<file path="config.mk">
export PLATFORM = sky130hd
export DESIGN_NAME = riscv_skid_slice
export DESIGN_NICKNAME = d
export VERILOG_FILES = /design/src/rtl/riscv_pkg.sv /design/src/rtl/riscv_skid_reg.sv /design/src/rtl/riscv_skid_slice.sv
export SDC_FILE = /design/constraint.sdc
export NUM_CORES = 1
export LEC_CHECK = 0
export ABC_AREA = 1
export BUFFER_PORTS_ARGS = -buffer_cell sky130_fd_sc_hd__buf_2
export CORE_ASPECT_RATIO = 0.6
export CORE_MARGIN = 2
export CORE_UTILIZATION = 29
export DETAILED_ROUTE_END_ITERATION = 10
export PLACE_DENSITY = 0.5
export SETUP_SLACK_MARGIN = 0.1
export SYNTH_ARGS = -nofsm -noshare
export SYNTH_HDL_FRONTEND = slang
export SYNTH_HIERARCHICAL = 1
export SYNTH_SLANG_ARGS = --single-unit
export TNS_END_PERCENT = 100
</file>
<file path="constraint.sdc">
create_clock -name clk -period 3.7 [get_ports clk]
set_clock_uncertainty 0.15 [all_clocks]
set_input_delay 0.37 -clock clk [delete_from_list [all_inputs] [get_ports clk]]
set_output_delay 0.37 -clock clk [all_outputs]
set_load 0.01 [all_outputs]
</file>
<file path="src/rtl/riscv_pkg.sv">
// riscv_pkg: state encoding shared by the handshake slices of the core
package riscv_pkg;
    typedef enum logic [1:0] {SKID_EMPTY, SKID_BUSY, SKID_FULL} skid_state_e;
endpackage

</file>
<file path="src/rtl/riscv_skid_reg.sv">
// riscv_skid_reg: load-enabled data register with async active-low clear
module riscv_skid_reg #(
    parameter int DATA_WIDTH = 32
) (
    input  logic                  clk,
    input  logic                  rst_n,
    input  logic                  load,
    input  logic [DATA_WIDTH-1:0] d,
    output logic [DATA_WIDTH-1:0] q
);
    always_ff @(posedge clk or negedge rst_n)
        if (!rst_n) q <= '0;
        else if (load) q <= d;
endmodule

</file>
<file path="src/rtl/riscv_skid_slice.sv">
// riscv_skid_slice: two-entry skid buffer registering both valid/data and ready paths
module riscv_skid_slice
    import riscv_pkg::*;
#(
    parameter int DATA_WIDTH = 32
) (
    input  logic                  clk,
    input  logic                  rst_n,
    input  logic                  flush,
    input  logic                  s_valid,
    output logic                  s_ready,
    input  logic [DATA_WIDTH-1:0] s_data,
    output logic                  m_valid,
    input  logic                  m_ready,
    output logic [DATA_WIDTH-1:0] m_data,
    output logic [1:0]            occupancy
);
    skid_state_e           state, state_d;
    logic                  s_ready_q, s_fire, m_fire;
    logic                  load_main, load_skid, from_skid;
    logic [DATA_WIDTH-1:0] skid_q, main_d;

    assign s_ready   = s_ready_q & ~flush;
    assign m_valid   = (state != SKID_EMPTY) & ~flush;
    assign s_fire    = s_valid & s_ready;
    assign m_fire    = m_valid & m_ready;
    assign occupancy = state == SKID_FULL ? 2'd2 : state == SKID_BUSY ? 2'd1 : 2'd0;
    assign main_d    = from_skid ? skid_q : s_data;

    always_comb begin
        state_d   = state;
        load_main = 1'b0;
        load_skid = 1'b0;
        from_skid = 1'b0;
        if (flush) begin
            state_d = SKID_EMPTY;
        end else begin
            case (state)
                SKID_EMPTY: begin
                    load_main = s_fire;
                    state_d   = s_fire ? SKID_BUSY : SKID_EMPTY;
                end
                SKID_BUSY: begin
                    load_main = s_fire & m_fire;
                    load_skid = s_fire & ~m_fire;
                    state_d   = s_fire & ~m_fire ? SKID_FULL :
                                ~s_fire & m_fire ? SKID_EMPTY : SKID_BUSY;
                end
                SKID_FULL: begin
                    load_main = m_fire;
                    from_skid = 1'b1;
                    state_d   = m_fire ? SKID_BUSY : SKID_FULL;
                end
                default: state_d = SKID_EMPTY;
            endcase
        end
    end

    // ready is a pure register: it looks at the next state, never at m_ready directly
    always_ff @(posedge clk or negedge rst_n)
        if (!rst_n) begin
            state     <= SKID_EMPTY;
            s_ready_q <= 1'b0;
        end else begin
            state     <= state_d;
            s_ready_q <= state_d != SKID_FULL;
        end

    riscv_skid_reg #(.DATA_WIDTH(DATA_WIDTH)) u_main (
        .clk(clk), .rst_n(rst_n), .load(load_main), .d(main_d), .q(m_data)
    );

    riscv_skid_reg #(.DATA_WIDTH(DATA_WIDTH)) u_skid (
        .clk(clk), .rst_n(rst_n), .load(load_skid), .d(s_data), .q(skid_q)
    );
endmodule

</file>
==> flow_metrics.py, run 1 <==
metrics = {
    "clocking": {
        "htree_levels": 3,
        "clk_pin_slew_ns": 0.05,
        "worstSkewPairLatency_ns": 0.33,
        "cts-root-buf": "clkbuf_16",
        "cts_resized": 0,
        "cts_buffers": 9,
        "clk_path_buf_depth": 2,
        "cts_tree": "yes",
        "post-cts-setup-buffers": 0,
        "cts_hold_buf": 0,
        "cts_sinks": 67,
    },
    "pwr": {
        "cellLeakagePower_uw": 0.002210,
        "power_uw": 2128,
        "p_clk_share_pct": 35.3,
        "p_sw_uw": 622.0,
        "internal_power_uw": 1506,
        "power.density_nw_per_um2": 552.3,
        "swShare_pct": 29.22,
        "vdd.ir_drop.worst_mv": 0.2150,
        "p_comb_share_pct": 17.6,
        "power_frac_seq_pct": 47.1,
    },
    "status": {
        "violations": "hold timing",
        "outcome": "finished, violations left",
    },
    "logic_synthesis": {
        "synthDistinctLibCells": 19,
        "yosys_register_bits": 67,
        "synth_top_flop_cell": "dfrtp_1",
        "synthArstFlopShare_pct": 100.0,
        "yosysTopAreaCellShare_pct": 51.05,
        "netlist_area_sq_um": 3284,
        "synth_edf_count": 0,
        "synthCells": 410,
        "syn_nets": 449,
        "yosys_warnings": 6,
        "synth_area_per_cell_sq_um": 8.011,
        "synthTopCellsByArea": "dfrtp_1 51%, nand2_1 28%, nand3_1 5.3%",
        "ys_seq_area_share_pct": 51.05,
        "post-synth-top-area-cell": "dfrtp_1",
    },
    "layout": {
        "diodes": 0,
        "n_fill_cell": 1229,
        "multi_input_area_sq_um": 1311,
        "seq_area_sq_um": 1677,
        "utilization_pct": 34.45,
        "instances_no_fill": 621,
        "layout-drive-gt1-share_pct": 24.11,
        "areaGrowthSynthToFinish_pct": 17.33,
        "nNetsFinal": 511,
    },
    "route": {
        "via_count": 2705,
        "first_pass_iters": 4,
        "wl_per_cell_microns": 13.53,
        "via_per_inst": 4.356,
        "drc": 0,
        "ant_nets": 0,
        "drtIter0Drc": 133,
        "drt_wl_total_microns": 8401,
    },
    "sta": {
        "timing.fmax_ghz": 0.4101,
        "hold_viol": 8,
        "tightest_slew_ns": 0.8772,
        "rsz0062_at_grt": "false",
        "max_slew_margin_pct": 41.38,
        "period_needed_ns": 2.438,
        "period_share_pct": 65.90,
        "drv_slew": 0,
        "setup_viol": 0,
        "tns_ns": 0,
        "timing.hold.ws_ns": -0.01152,
    },
    "setup_path": {
        "crit_fanout": 17,
        "end_kind": "flip-flop",
        "crit_required_ns": 3.82,
        "cp-start-kind": "flip-flop",
        "path_cells": "nor2_1 -> nor2_1 -> nand2_1 -> inv_1 -> ha_1 -> nand2_1 -> nand3_1 -> nand2_1 -> inv_1 -> buf_4 -> nand2_1 -> nand2_1",
        "slowest_stage": "inv_1",
        "path_common_cell": "nand2_1",
        "arrival_ns": 2.56,
        "max_stage_delay_ns": 0.54,
        "crit_type": "flip-flop to flip-flop",
    },
    "placement": {
        "portBuffers": 72,
        "dpl.hpwl_microns": 5521,
        "dp.cells": 605,
        "finalWeightedCongestion": 0.7946,
    },
    "flow_run": {
        "maxCapViolations": 0,
    },
    "die": {
        "initial_utilization_pct": 29.36,
        "fp.coreArea_sq_um": 11190,
        "chipHeight_microns": 86.44,
        "die_width_microns": 141.4,
        "pin_count": 73,
        "row_count": 30,
        "die_area_sq_um": 12220,
    },
    "global_routing": {
        "grt_usage_pct": 15.31,
        "antenna_found_initial": 0,
        "grt_pass1_vias": 2769,
        "grt_max_degree": 68,
        "grt_overflow_total": 0,
        "grt_pass1_wl_microns": 14220,
    },
    "min_path": {
        "holdCritPathClass": "input pin to asynchronous set/reset pin",
    },
}
-- cells in the final DEF (no fill, tap or decap), types with 2 or more instances in the layout --
cell       netlist  routed
buf_2            4      71
buf_4            0       3
clkbuf_1         2       4
clkbuf_16        0       9
clkinv_2         0       3
dfrtp_1         67      67
ha_1             2       2
inv_1            5       5
inv_2            3       3
inv_8            2       2
nand2_1        243     243
nand2_2         20      20
nand3_1         35      35
nor2_1           4       3
nor2_4           2       3
-- power by group through the flow --
stage,clock (uW),sequential [uW],combinational (uW)
2_1_floorplan,0,1030,193
3_3_place_gp,0,1010,371
3_5_place_dp,0,1010,382
4_1_cts,776,1000,382
5_1_grt,815,1020,437
6_report,752,1000,375
-- Yosys cell counts (3+ instances only) --
library cell	count
nor2_1	4
buf_6	9
buf_2	4
nand2_1	243
clkbuf_8	6
nand2_2	20
dfrtp_1	67
inv_1	5
inv_2	3
nand3_1	35
-- through the flow --
stage	area (sq um)	worst slack (ns)	hold slack (ns)
6_report	3854	1.262	-0.01152
5_1_grt	3854	0.9178	0.08466
4_1_cts	3854	1.221	0.03876
3_5_place_dp	3598	0.9437	0.3072
3_3_place_gp	3598	1.000	0.3044
2_1_floorplan	3284	1.825	-0.07559
-- layer usage --
| metal | track usage, % | wire, microns |
|---|---|---|
| met2 | 22.33 | 3358 |
| met1 | 21.39 | 4349 |
| met4 | 3.273 | 78 |
| met5 | 0 | 0 |
| met3 | 6.298 | 614 |
-- sequential cells by signal, indices dropped and copies added (netlist names) --
register,flops
s_ready_q,1
state,2
u_main/q,32
u_skid/q,32
-- path summary, 6_finish.rpt --
| path | from | end | slack (ns) | cells after the start |
|---|---|---|---|---|
| max | state[1] | u_main/q[15] | 1.26 | 12 |
| min | rst_n | u_main/q[12] | -0.01 | 1 |
| max reg2reg | state[1] | u_main/q[15] | 1.26 | 12 |
| min reg2reg | u_main/q[24] | u_main/q[24] | 0.31 | 2 |
| max in group asynchronous | rst_n | u_skid/q[14] | 2.81 | 1 |
| min in group clk | s_data[6] | u_skid/q[6] | 0.10 | 3 |
-- kinds of logic after synthesis --
kind of cell / share of synthesized area, %
compound gates: 0.1906
buf+inv: 9.257
flops: 51.05
simple gates: 38.74
fa+ha+maj: 0.7618
-- final cells by class --
class / count / share of cell area [%]
Clock buffer: 13 / 6.234
Clock inverter: 3 / 0.3896
Inverter: 10 / 1.364
Multi-Input combinational cell: 310 / 34.03
Sequential cell: 67 / 43.51
Tap cell: 144 / 4.675
Timing Repair Buffer: 74 / 9.805
-- critical path: cells and delay by family (launching register included) --
kind | cells | cell delay [ns]
DFF | 1 | 0.47
adders and majority gates | 1 | 0.13
buffers and inverters | 3 | 0.96
and+or+nand+nor | 8 | 0.66
Power figures use the tool's default switching activity.
==> run 2: changes to the inputs <==
--- a/config.mk
+++ b/config.mk
@@ -5,7 +5,7 @@
 export SDC_FILE = /design/constraint.sdc
 export NUM_CORES = 1
 export LEC_CHECK = 0
-export ABC_AREA = 1
+export ABC_AREA = 0
 export BUFFER_PORTS_ARGS = -buffer_cell sky130_fd_sc_hd__buf_2
 export CORE_ASPECT_RATIO = 0.6
 export CORE_MARGIN = 2
==> constraint.sdc (replaced) <==
create_clock -name clk -period 2.47 [get_ports clk]
set_clock_uncertainty 0.15 [all_clocks]
set_input_delay 0.247 -clock clk [delete_from_list [all_inputs] [get_ports clk]]
set_output_delay 0.247 -clock clk [all_outputs]
set_load 0.01 [all_outputs]
==> run 2 against run 1 <==
The run now ends clean. Global-route usage decreased by 3.9 points. Critical path depth fell by 4. Combinational power grew 130%. Die area increased by 5.6%. Critical endpoint is now u_main/q[3]. Largest power group unchanged.
==> flow_metrics.py, run 2 <==
metrics = {
    "layout": {
        "final_common_cell": "mux2_4",
        "final_cell_mix": "90 x mux2_4, 71 x buf_2, 67 x dfrtp_1, 9 x clkbuf_16, 6 x mux2_2",
        "layout-drive-gt1-share_pct": 69.89,
        "diodes": 0,
        "fin_area_sq_um": 4228,
        "utilization_pct": 36.81,
        "areaGrowthSynthToFinish_pct": 21.63,
        "nNetsFinal": 314,
        "n_fill_cell": 1128,
        "reg_top3": "u_main/q (32), u_skid/q (32), state (2)",
    },
    "clocking": {
        "post-cts-setup-buffers": 0,
        "clk_pin_slew_ns": 0.05,
        "cts_tree": "yes",
        "cts_buffers": 9,
        "cts_sinks": 67,
        "htree_levels": 3,
        "worstSkewPairLatency_ns": 0.32,
        "clk_path_buf_depth": 2,
        "cts-root-buf": "clkbuf_16",
    },
    "flow_run": {
        "maxCapViolations": 0,
    },
    "route": {
        "first_pass_iters": 3,
        "via_per_inst": 4.203,
        "drc": 0,
        "ant_nets": 0,
        "via_count": 1845,
        "drt_wl_total_microns": 6819,
        "wl_per_cell_microns": 15.53,
        "drtIter0Drc": 44,
    },
    "sta": {
        "timing.fmax_ghz": 0.4517,
        "hold_viol": 0,
        "period_needed_ns": 2.214,
        "setup_viol": 0,
        "tightest_slew_ns": 0.8823,
        "timing.hold.ws_ns": 0.01891,
        "max_slew_margin_pct": 41.18,
        "tns_ns": 0,
        "drv_slew": 0,
        "rsz0062_at_grt": "false",
        "period_share_pct": 89.63,
    },
    "setup_path": {
        "path_common_cell": "nor2_1",
        "rr_startpoint": "state[0]",
        "cp-start-kind": "flip-flop",
        "slowest_stage": "dfrtp_1",
        "path_cells": "nor2_1 -> nor2_1 -> and2_1 -> ha_1 -> a221oi_2 -> nor2_4 -> buf_4 -> mux2_4",
        "crit_required_ns": 2.53,
        "worstSetupStartpoint": "state[0]",
        "arrival_ns": 2.27,
        "critPathTopFamily": "flip-flops",
        "end_kind": "flip-flop",
        "critPathBufInv": 1,
        "max_stage_delay_ns": 0.44,
        "crit_fanout": 14,
        "crit_type": "flip-flop to flip-flop",
    },
    "logic_synthesis": {
        "synth_commonest_cells": "90 x mux2_4, 67 x dfrtp_1, 9 x buf_12, 6 x mux2_2, 4 x nor2_1",
        "synth_top_flop_cell": "dfrtp_1",
        "ys_seq_area_share_pct": 48.24,
        "synth_area_per_cell_sq_um": 17.64,
        "post-synth-top-area-cell": "dfrtp_1",
        "synth_edf_count": 0,
        "synthDistinctLibCells": 19,
        "yosysTopAreaCellShare_pct": 48.24,
        "netlist_area_sq_um": 3476,
        "synthCells": 197,
        "synthArstFlopShare_pct": 100.0,
        "synthTopCellsByArea": "dfrtp_1 48%, mux2_4 39%, buf_12 5.2%",
        "syn_nets": 236,
        "yosysMostFrequentCell": "mux2_4",
        "yosys_register_bits": 67,
        "yosys_warnings": 6,
    },
    "global_routing": {
        "grt_pass1_wl_microns": 11050,
        "grt_usage_pct": 11.37,
        "grt_max_degree": 68,
        "grt_overflow_total": 0,
        "grt_pass1_vias": 2002,
        "antenna_found_initial": 0,
    },
    "placement": {
        "finalWeightedCongestion": 0.6498,
        "dpl_cell_area_sq_um": 3916,
        "portBuffers": 72,
        "dpl.hpwl_microns": 4552,
    },
    "die": {
        "initial_utilization_pct": 30.26,
        "die_width_microns": 145.3,
        "chipHeight_microns": 88.80,
        "pin_count": 73,
        "row_count": 30,
        "die_area_sq_um": 12910,
        "fp.coreArea_sq_um": 11490,
    },
    "status": {
        "outcome": "finished clean",
    },
    "pwr": {
        "power_uw": 3702,
        "cellLeakagePower_uw": 0.002007,
        "power.density_nw_per_um2": 875.5,
        "vdd.ir_drop.worst_mv": 0.3218,
    },
    "min_path": {
        "holdCritPathClass": "input pin to flip-flop",
        "hold_start": "s_data[6]",
    },
}
==> run 2: changes by cell type after synthesis, moves of 3 or more <==
cell	before	now
buf_2	4	0
nand2_2	20	0
inv_2	3	0
mux2_2	0	6
mux2_4	0	90
nand3_1	35	0
clkbuf_8	6	0
buf_6	9	3
inv_1	5	1
nand2_1	243	2
buf_12	2	9
==> run 2: final timing paths <==
| kind | cells after the start | endpoint | slack [ns] |
|---|---|---|---|
| max | 8 | u_main/q[3] | 0.26 |
| min | 2 | u_skid/q[6] | 0.02 |
| max reg2reg | 8 | u_main/q[3] | 0.26 |
| min reg2reg | 1 | u_main/q[30] | 0.35 |
| max in group asynchronous | 2 | u_main/q[29] | 1.14 |
| min in group asynchronous | 2 | u_main/q[25] | 0.45 |
==> run 2: layer usage <==
layer	GRT usage [%]	routed length, microns	share of wire (%)	vias up
met1	15.28	3495	51	922
met3	5.309	493	7.2	10
met4	4.011	77	1.1	0
met2	16.07	2753	40	53
li1	-	-	-	860
met5	0	0	0	-
==> run 2: stage by stage <==
| step | std cells | worst slack [ns] |
|---|---|---|
| floorplan | 197 | 0.3619 |
| detailed placement | 423 | 0.1752 |
| CTS | 439 | 0.1654 |
| global route | 439 | 0.1521 |
| global placement | 423 | 0.2135 |
| finish | 439 | 0.2561 |
==> run 2: layout make-up <==
cell class / count / area (sq um) / area share, %
well taps: 160 / 200.2 / 4.735
inverters: 1 / 3.754 / 0.08878
repair buffers: 79 / 455.4 / 10.77
clock buffers: 13 / 260.3 / 6.156
clock inverters: 2 / 35.03 / 0.8286
multi-input cells: 117 / 1597 / 37.76
flip-flops and latches: 67 / 1677 / 39.66
==> run 2: logic make-up after synthesis <==
kind of cell	Yosys count	share of synthesized area, %
multiplexers	96	40.82
flip-flops	67	48.24
AND/OR/NAND/NOR	16	3.312
buffers and inverters	13	6.263
AO/OA/AOI/OAI	3	0.6479
adder cells (fa/ha/maj)	2	0.7198
==> run 2: worst reg2reg max path, stage by stage (launching register included) <==
cell and delay [ns]:
dfrtp_1 0.44, nor2_1 0.13, nor2_1 0.06, and2_1 0.17
ha_1 0.20, a221oi_2 0.32, nor2_4 0.07, buf_4 0.23
mux2_4 0.33
==> run 2: report_power, final <==
group          switching (uW)  internal, uW
Clock                     448           830
Combinational             291           560
Sequential                173          1400
Total                     911          2790
==> run 2: timing repair <==
action	in CTS	in global routing
endpoints found under the setup margin	0	14
hold endpoints to repair	67	0
hold buffers	1	0
gates resized for setup	0	1
==> run 3: changes to the inputs <==
--- a/config.mk
+++ b/config.mk
@@ -11,6 +11,7 @@
 export CORE_MARGIN = 2
 export CORE_UTILIZATION = 29
 export DETAILED_ROUTE_END_ITERATION = 10
+export GPL_TIMING_DRIVEN = 0
 export PLACE_DENSITY = 0.5
 export SETUP_SLACK_MARGIN = 0.1
 export SYNTH_ARGS = -nofsm -noshare
==> constraint.sdc (replaced) <==
create_clock -name clk -period 2.1 [get_ports clk]
set_clock_uncertainty 0.15 [all_clocks]
set_input_delay 0.21 -clock clk [delete_from_list [all_inputs] [get_ports clk]]
set_output_delay 0.21 -clock clk [all_outputs]
set_load 0.01 [all_outputs]
==> run 3 against run 2 <==
Clock-buffer cell count decreased by 2. Final cell count is 11% higher. Critical endpoint is now u_main/q[30]. Sequential share of layout area decreased by 5.4 points. Routed wire length up 5.3%. Register-to-register slack lost 0.23 ns. Power up 19%. Critical path depth grew 1. Die area unchanged. First-iteration DRC count increased by 57%. Sequential power is 17% higher. Clock power grew 14%.
==> flow_metrics.py, run 3 (synthesis gave the netlist of run 2 again) <==
metrics = {
    "status": {
        "outcome": "finished clean",
    },
    "pwr": {
        "vdd.ir_drop.worst_mv": 0.3723,
        "internal_power_uw": 3311,
        "power_frac_seq_pct": 41.7,
        "power.density_nw_per_um2": 899.8,
        "cellLeakagePower_uw": 0.002296,
        "p_clk_share_pct": 33.0,
        "p_comb_share_pct": 25.2,
        "swShare_pct": 24.98,
        "p_sw_uw": 1102,
    },
    "global_routing": {
        "grt_max_degree": 38,
        "grt_pass1_wl_microns": 11340,
        "grt_usage_pct": 11.66,
        "grt_pass1_vias": 2121,
        "antenna_found_initial": 0,
        "grt_overflow_total": 0,
    },
    "route": {
        "drtIter0Drc": 69,
        "first_pass_iters": 4,
        "wl_per_cell_microns": 14.68,
        "via_count": 1964,
        "ant_nets": 0,
        "drt_wl_total_microns": 7177,
        "drc": 0,
        "via_per_inst": 4.016,
    },
    "setup_path": {
        "path_cells": "nor2_2 -> nor2_2 -> and2_4 -> ha_4 -> a221oi_2 -> nor2_1 -> buf_6 -> clkbuf_16 -> mux2_4",
        "ff2ff_path_depth": 9,
        "slowest_stage": "dfrtp_1",
        "path_common_cell": "nor2_2",
        "crit_required_ns": 2.16,
        "crit_type": "flip-flop to flip-flop",
        "r2r_slack_ns": 0.02,
        "rr_startpoint": "state[1]",
        "cp-start-kind": "flip-flop",
        "crit_fanout": 7,
        "critPathTopFamily": "simple AND/OR/NAND/NOR gates",
        "r2r_end": "u_main/q[30]",
        "critPathBufInv": 2,
        "end_kind": "flip-flop",
        "arrival_ns": 2.14,
        "max_stage_delay_ns": 0.39,
    },
    "die": {
        "initial_utilization_pct": 30.26,
        "row_count": 30,
        "die_area_sq_um": 12910,
        "fp.coreArea_sq_um": 11490,
        "die_width_microns": 145.3,
        "chipHeight_microns": 88.80,
        "pin_count": 73,
    },
    "clocking": {
        "htree_levels": 3,
        "cts_tree": "yes",
        "cts_sinks": 67,
        "clk_pin_slew_ns": 0.05,
        "worstSkewPairLatency_ns": 0.32,
        "cts-root-buf": "clkbuf_16",
        "clk_path_buf_depth": 2,
        "cts_buffers": 9,
    },
    "layout": {
        "diodes": 0,
        "layout-drive-gt1-share_pct": 67.48,
        "final_cell_mix": "90 x mux2_4, 71 x buf_2, 66 x dfrtp_1, 32 x dlygate4sd3_1, 13 x clkbuf_16",
        "n_fill_cell": 1087,
        "areaGrowthSynthToFinish_pct": 41.11,
        "final_common_cell": "mux2_4",
        "reg_top3": "u_main/q (32), u_skid/q (32), state (2)",
        "fin_area_sq_um": 4905,
        "nNetsFinal": 363,
    },
    "placement": {
        "portBuffers": 72,
        "finalWeightedCongestion": 0.7367,
        "dpl_cell_area_sq_um": 4070,
        "dpl.hpwl_microns": 4521,
    },
    "sta": {
        "tightest_slew_ns": 0.4314,
        "rsz0062_at_grt": "true",
        "max_slew_margin_pct": 71.24,
        "setup_viol": 0,
        "drv_slew": 0,
        "timing.fmax_ghz": 0.4816,
        "period_needed_ns": 2.076,
        "hold_viol": 0,
        "timing.hold.ws_ns": 0.02468,
        "period_share_pct": 98.87,
    },
    "flow_run": {
        "maxCapViolations": 0,
    },
    "min_path": {
        "min_to": "u_skid/q[12]",
        "holdPathStages": 2,
        "holdCritPathClass": "input pin to flip-flop",
        "hold_start": "s_data[12]",
    },
}
run 3: final cells by class:
| type | instances | area, sq um | share of cell area, % |
|---|---|---|---|
| multi-input cells | 117 | 1634 | 33.32 |
| clock inverters | 5 | 53.80 | 1.097 |
| repair buffers | 116 | 879.6 | 17.93 |
| clock buffers | 11 | 232.7 | 4.745 |
| well taps | 160 | 200.2 | 4.082 |
| inverters | 1 | 3.754 | 0.07653 |
| flip-flops and latches | 67 | 1678 | 34.21 |
| plain buffers | 12 | 222.7 | 4.541 |
run 3: worst max path at each step:
| stage | slack (ns) | depth (start not counted) | endpoint | startpoint |
|---|---|---|---|---|
| floorplan | 0.03 | 9 | u_main/q[0] | state[0] |
| global placement | -0.07 | 9 | u_main/q[0] | state[0] |
| detailed placement | -0.07 | 9 | u_main/q[10] | state[0] |
| CTS | 0.03 | 9 | u_main/q[20] | state[0] |
| global route | -0.03 | 9 | u_main/q[30] | state[1] |
| finish | 0.02 | 9 | u_main/q[30] | state[1] |
run 3: power groups by stage:
stage	combinational (uW)	clock (uW)	sequential, uW
2_1_floorplan	654	0	1900
5_1_grt	1200	1600	1890
6_report	1110	1460	1840
3_3_place_gp	1010	0	1850
3_5_place_dp	1030	0	1860
4_1_cts	1100	1510	1840
run 3: worst reg2reg max path, delay by kind of cell, from the launching register on:
family | cells | cell delay (ns)
simple gates | 4 | 0.40
mux | 1 | 0.29
fa+ha+maj | 1 | 0.14
flops | 1 | 0.39
compound gates | 1 | 0.23
buf+inv | 2 | 0.35
run 3: timing repair:
item	CTS	global route
resized for setup	4	11
endpoints found under the setup margin	62	61
endpoints found under the hold margin	61	0
hold buffers	32	0
buffers inserted	4	2
cloned	1	4
pin swaps	3	3
run 3: routing by layer:
metal	vias up	GRT usage [%]	part of all wire, %
li1	954	-	-
met1	943	16.12	54
met2	57	16.54	39
met3	10	4.845	5.7
met4	0	3.743	1.2
met5	-	0	0
run 3: per-stage QoR:
stage	std cells	total power [uW]	worst slack, ns	util (%)	TNS [ns]
after floorplan	197	2550	0.03426	-	0
after global placement	429	2864	-0.06942	35.24	-1.990
after detailed placement	430	2888	-0.06929	35.44	-1.866
after CTS	483	4456	0.03157	41.27	0
after global routing	489	4684	-0.03206	42.70	-0.4368
final	489	4413	0.02365	42.70	0
